$ cat src/rtl/sraml_pkg.sv
// sraml_pkg: shared states, size codes and byte-enable to size mapping for the SRAM-like bridges
package sraml_pkg;

    localparam logic [1:0] IDLE = 2'd0;
    localparam logic [1:0] REQ  = 2'd1;
    localparam logic [1:0] DATA = 2'd2;
    localparam logic [1:0] DONE = 2'd3;

    localparam logic [1:0] SZ_B = 2'd0;
    localparam logic [1:0] SZ_H = 2'd1;
    localparam logic [1:0] SZ_W = 2'd2;
    localparam logic [1:0] SZ_D = 2'd3;

    // Byte enables are zero-extended to 8 lanes; irregular patterns widen to the full bus
    function automatic logic [1:0] wen_to_size(input logic [7:0] wen, input logic is64);
        logic onehot, pair, quad;
        onehot = (wen != 8'h00) && ((wen & (wen - 8'h01)) == 8'h00);
        pair   = wen inside {8'h03, 8'h0C, 8'h30, 8'hC0};
        quad   = wen inside {8'h0F, 8'hF0};
        return onehot ? SZ_B : pair ? SZ_H : quad ? SZ_W : is64 ? SZ_D : SZ_W;
    endfunction

endpackage

$ cat src/rtl/sraml_size_enc.sv
// sraml_size_enc: combinational byte-enable to SRAM-like size encoder
module sraml_size_enc
    import sraml_pkg::*;
#(
    parameter int DATA_W = 32
) (
    input  logic [DATA_W/8-1:0] wen,
    output logic [1:0]          size
);

    assign size = wen_to_size(8'(wen), DATA_W == 64);

endmodule

$ cat src/rtl/sraml_bridge.sv
// sraml_bridge: single-outstanding core SRAM to SRAM-like bridge with flush discard and pipeline hold
module sraml_bridge
    import sraml_pkg::*;
#(
    parameter int ADDR_W    = 32,
    parameter int DATA_W    = 32,
    parameter int WRITE_EN  = 1,
    parameter int READ_SIZE = 2
) (
    input  logic                clk,
    input  logic                rst,
    input  logic                sram_en,
    input  logic [ADDR_W-1:0]   sram_addr,
    input  logic [DATA_W/8-1:0] sram_wen,
    input  logic [DATA_W-1:0]   sram_wdata,
    output logic [DATA_W-1:0]   sram_rdata,
    output logic                stall,
    input  logic                longest_stall,
    input  logic                flush,
    output logic                req,
    output logic                wr,
    output logic [1:0]          size,
    output logic [ADDR_W-1:0]   addr,
    output logic [DATA_W-1:0]   wdata,
    input  logic                addr_ok,
    input  logic                data_ok,
    input  logic [DATA_W-1:0]   rdata
);

    logic [1:0]        state;
    logic              discard;
    logic [DATA_W-1:0] rbuf;
    logic [1:0]        wsize;
    logic              is_wr;

    sraml_size_enc #(.DATA_W(DATA_W)) u_enc (.wen(sram_wen), .size(wsize));

    assign is_wr      = (WRITE_EN != 0) && (|sram_wen);
    assign req        = state == REQ;
    assign sram_rdata = rbuf;
    // A discarded access no longer holds the core; it only finishes the bus handshake
    assign stall      = sram_en & ~flush & (state != DONE) & ~(discard & (state == REQ | state == DATA));

    // Access FSM: request fields are latched on entry to REQ and held until the next access
    always_ff @(posedge clk) begin
        if (rst) begin
            state   <= IDLE;
            discard <= 1'b0;
            rbuf    <= '0;
            wr      <= 1'b0;
            size    <= SZ_B;
            addr    <= '0;
            wdata   <= '0;
        end else begin
            case (state)
                IDLE: if (sram_en && !flush) begin
                    state <= REQ;
                    addr  <= sram_addr;
                    wdata <= sram_wdata;
                    wr    <= is_wr;
                    size  <= is_wr ? wsize : 2'(READ_SIZE);
                end
                REQ: begin
                    if (flush) discard <= 1'b1;
                    if (addr_ok) state <= DATA;
                end
                DATA: if (data_ok) begin
                    rbuf    <= rdata;
                    discard <= 1'b0;
                    state   <= (discard || flush) ? IDLE : DONE;
                end else if (flush) begin
                    discard <= 1'b1;
                end
                DONE: if (!longest_stall || flush) state <= IDLE;
                default: state <= IDLE;
            endcase
        end
    end

endmodule

$ cat config.mk
export PLATFORM = sky130hd
export DESIGN_NAME = sraml_bridge
export DESIGN_NICKNAME = d
export VERILOG_FILES = /design/src/rtl/sraml_pkg.sv /design/src/rtl/sraml_size_enc.sv /design/src/rtl/sraml_bridge.sv
export SDC_FILE = /design/constraint.sdc
export NUM_CORES = 1
export LEC_CHECK = 0
export CAP_MARGIN = 20
export CORE_ASPECT_RATIO = 0.75
export CORE_MARGIN = 4
export CORE_UTILIZATION = 30
export CTS_CLUSTER_SIZE = 25
export DETAILED_ROUTE_END_ITERATION = 8
export PLACE_DENSITY = 0.73
export SLEW_MARGIN = 0
export SYNTH_ARGS = -nofsm -noshare
export SYNTH_HDL_FRONTEND = slang
export SYNTH_HIERARCHICAL = 1
export SYNTH_SLANG_ARGS = --single-unit
$ cat constraint.sdc
create_clock -name clk -period 4 [get_ports clk]
set_input_delay 0.8 -clock clk [delete_from_list [all_inputs] [get_ports clk]]
set_output_delay 0.8 -clock clk [all_outputs]
set_load 0.05 [all_outputs]
# Yosys cells after proc, flatten, opt, wreduce, memory -nomap -nowiden
# Cells that the tools add are included.
[totals]
register_bits = 102
output_inout_bits = 101
wordCells = 53
[classes]
add_sub_neg = 1
eq_ne = 10
muxes = 12
n_bitwise = 8
n_reduce_logical = 15
[op_table]
columns = ["op", "count"]
rows = [
  ["2-to-1 mux 2 bit", 8],
  ["AND 4 x 8 -> 8 bit", 1],
  ["zero test 8 bit", 1],
  ["!= test 2 bit, second input constant", 4],
  ["one-hot mux 2 bit (4 select lines)", 1],
  ["nonzero test 4 bit", 2],
  ["subtractor 4 x 1 -> 5 bit, second input constant", 1],
  ["AND 1 bit", 4],
  ["equality test 2 bit, second input constant", 2],
  ["equality test 4 x 2 -> 1 bit, second input constant", 1],
  ["equality test 4 bit, second input constant", 1],
  ["AND reduction 2 bit", 2],
  ["AND reduction 4 bit", 1],
  ["OR reduction 4 bit", 1],
  ["equality test 2 x 1 -> 1 bit, second input constant", 1],
  ["logical AND 1 bit", 2],
  ["zero test 1 bit", 2],
  ["zero test 2 bit", 1],
  ["logical OR 1 bit", 2],
  ["2-to-1 mux 1 bit", 2],
  ["!= test 2 x 1 -> 1 bit, second input constant", 1],
  ["NOT 1 bit", 2],
  ["one-hot mux 1 bit (2 select lines)", 1],
  ["nonzero test 2 bit", 1],
  ["bitwise OR 1 bit", 1],
]

# Logic depth before layout (Yosys ltp)
[depth]
word_depth = 6
depth_mapped = 7
depth_no_buf = 6

# By module
# The synthesis kept the hierarchy.
[modules_own_cells]
columns = ["module", "instances", "cells_per_inst", "area_each_um2", "seq_area_each_um2"]
rows = [
  ["sraml_bridge", 1, 459, 3684.8, 2042.0],
  ["sraml_size_enc", 1, 5, 35.0, 0.0],
]

# Worst setup path before layout
# OpenSTA, ideal clock, no wires.
[synth_path]
kind = "in2out"
start = "input port flush"
end = "output port stall"
t_arrival_ns = 2.095
required_time_ns = 3.200
slack_ns = 1.105
stages = 2
path_buffers = 0
cell_sequence = "nand2b_1 a211oi_1"
[synth_between]
elab_chain_len = 4
[synth_rtl]
columns = ["item", "line", "source"]
rows = [
  ["from (decl)", "sraml_bridge.sv:19", "input logic flush,"],
  ["NOT 1 bit", "sraml_bridge.sv:42", "assign stall = sram_en & ~flush & (state != DONE) & ~(discard & (state == REQ | state == DATA));"],
  ["AND 1 bit (3 in series)", "sraml_bridge.sv:42", ""],
  ["to (decl)", "sraml_bridge.sv:17", "output logic stall,"],
]
# Every way passes these cells.

# Final worst setup path
# Ends and elaborated chain as after synthesis.

==> results.yml <==
power_and_ir_drop:
  vdd_drop_max_uv: 271
  clkPwrFrac_pct: 28.0
  p_per_area_nw_per_um2: 514
  seqPwrFrac_pct: 37.4
  switching_share_pct: 36.3
  p_total_mw: 3.18
  p_leak_nw: 2.15
  comb_power_share_pct: 34.6
  p_int_mw: 2.03
  switching_power_mw: 1.16
clock_network:
  cts_hold_buf: 0
  clockBufferDepth: 2
  cts_tree: "done"
  clk_latency_ns: 0.34
  clk_pin_slew_ns: 0.07
  root_buffer: "clkbuf_16"
  h-tree-depth: 3
  cts_resized: 0
  cts_setup_buffers: 0
  clkSinkCount: 102
  cts_made_buffers: 9
synth:
  synthArstFlopShare_pct: 0
  synthDistinctLibCells: 25
  synthTopCellsByArea: "dfxtp_1, nand2_1, a21oi_1"
  syn_inst: 464
  synth_edf_count: 0
  synth-seq-cells: 102
  synth_nets: 576
  synthTopCellsByCount: "nand2_1, dfxtp_1, a21oi_1"
  yosys.area.top_type: "dfxtp_1"
  synth_warnings: 6
  synth_area_sq_um: 3720
  synth-main-ff-cell: "dfxtp_1"
  synth_area_per_cell_sq_um: 8.02
  synth.most_common_cell: "nand2_1"
  synth-seq-area-share_pct: 54.9
  synth_top_area_share_pct: 54.9
drt:
  post-route-drc-count: 0
  totalWireLength_mm: 11.4
  drt_iter0_drc: 136
  vias: 3735
  vias_per_cell: 4.54
  drt-pass1-iter-count: 4
  final_antenna_net_count: 0
  wire_per_inst_um: 13.9
worst_setup_path:
  critical_path.top_delay_family: "buffers and inverters"
  crit_fanout: 6
  slowest_stage: "clkdlybuf4s50_1"
  end_kind: "primary output"
  max_stage_delay_ns: 0.49
  crit_required_ns: 3.20
  criticalPathCategory: "in2out"
  path_buf_inv: 2
  path_cells: "clkdlybuf4s50_1 -> nand2b_1 -> a211oi_1 -> buf_4"
  arrival_ns: 1.94
  critPathLaunchType: "primary input"
sta:
  period_share_pct: 68.4
  clock.fmax_mhz: 365
  slew_headroom_pct: 28.2
  period_needed_ns: 2.74
  finalSetupViolCount: 0
  skew_ns: 0.00403
  slew_viol_final: 0
  hold_slack_ns: 0.455
  hold_viol: 0
  tns_ns: 0
  worst_pin_slew_ns: 1.08
  rsz0062_at_grt: "no"
layout:
  antennaDiodeCount: 0
  syn_to_final_growth_pct: 66.4
  layout-drive-gt1-share_pct: 3.79
  post-route-util_pct: 52.2
  nets: 767
  fillers: 1082
  fin_area_sq_um: 6190
placed_design:
  dp_hpwl_mm: 8.29
  placed_cell_area_sq_um: 5830
  gp_congestion: 0.738
  io_buffer_count: 207
flow_run:
  drv_cap: 0
global_route:
  overflow: 0
  grt_max_degree: 103
  grt.total_usage_pct: 15.5
  first_global_vias: 3531
  grt_pass1_wl_mm: 17.9
  antenna_found_initial: 0
floorplanning:
  start_util_pct: 31.3
  fp.coreArea_sq_um: 11900
  die-area_sq_um: 14300
  die_w_um: 137
  die_h_um: 104
  ios: 208
  rows: 34
run_status:
  status: "completed"
worst_hold_path:
  hp-class: "reg2reg"
==> worst paths after layout <==
check                           startpoint  depth (start not counted)  endpoint  slack, ns
worst min register to register    wdata[8]                          2  wdata[8]       0.46
worst max-delay path                 flush                          4     stall       1.26
worst min-delay path              wdata[8]                          2  wdata[8]       0.46
worst max register to register    state[1]                          6  wdata[2]       1.89
==> tightest hold or removal path, cell delays in order, from the launching register on <==
cell,delay [ns]
dfxtp_1,0.31
nand2_1,0.05
a21oi_1,0.05
==> area by class of cell <==
| class | instances | area (sq um) | share of cell area, % |
|---|---|---|---|
| clock buffers | 9 | 225 | 3.64 |
| inverters | 4 | 15.0 | 0.243 |
| clock inverters | 7 | 82.6 | 1.33 |
| repair buffers | 212 | 2140 | 34.6 |
| multi-input cells | 326 | 1480 | 23.9 |
| flip-flops and latches | 102 | 2040 | 33.0 |
| well taps | 162 | 203 | 3.27 |
==> routing by layer <==
layer	global-route usage (%)	vias to the layer above	share of wire [%]
met5	0	-	0
met4	3.96	0	1.3
met3	6.19	10	8.9
met2	25.8	135	48
met1	18.5	1709	41
li1	-	1881	-
==> kinds of logic (layout without fill, tap and decap cells) <==
kind of cell | Yosys count | count (layout) | synth area share (%)
xor gates and xnor gates | 1 | 1 | 0.235
and+or+nand+nor | 209 | 209 | 21.8
DFF | 102 | 102 | 54.9
buffers and inverters | 36 | 232 | 5.42
AOI/OAI and AO/OA | 111 | 111 | 16.0
adders and majority gates | 5 | 5 | 1.68
==> cells in the final DEF, fill, tap and decap left out, types with 2 or more instances in the layout <==
master and instances:
inv_1 4, a211oi_1 4, and2_1 2, ha_1 5
nand2_1 195, nor2_1 7, clkbuf_16 9, nand2b_1 2
o21a_1 2, clkinvlp_4 2, dfxtp_1 102, buf_16 2
a21oi_1 99, clkdlybuf4s50_1 205, buf_4 5, clkinv_4 2
==> registers in the layout, indices dropped and copies added, names as in the netlist <==
signal,cells
addr,32
sram_rdata,32
wdata,32
size,2
state,2
discard,1
wr,1
==> stage by stage <==
step | cells | setup WS (ns)
detailed placement | 804 | 1.18
global placement | 804 | 1.26
CTS | 820 | 1.26
global route | 822 | 1.18
finish | 822 | 1.26
floorplan | 464 | 1.10
==> power by group through the flow <==
stage	logic [mW]	clock network (mW)	registers [mW]
5_1_grt	1.17	0.965	1.21
4_1_cts	1.08	0.916	1.19
6_report	1.10	0.890	1.19
3_5_place_dp	1.08	0	1.21
2_1_floorplan	0.374	0	1.55
3_3_place_gp	1.06	0	1.21
(Power assumes the default switching activity.)
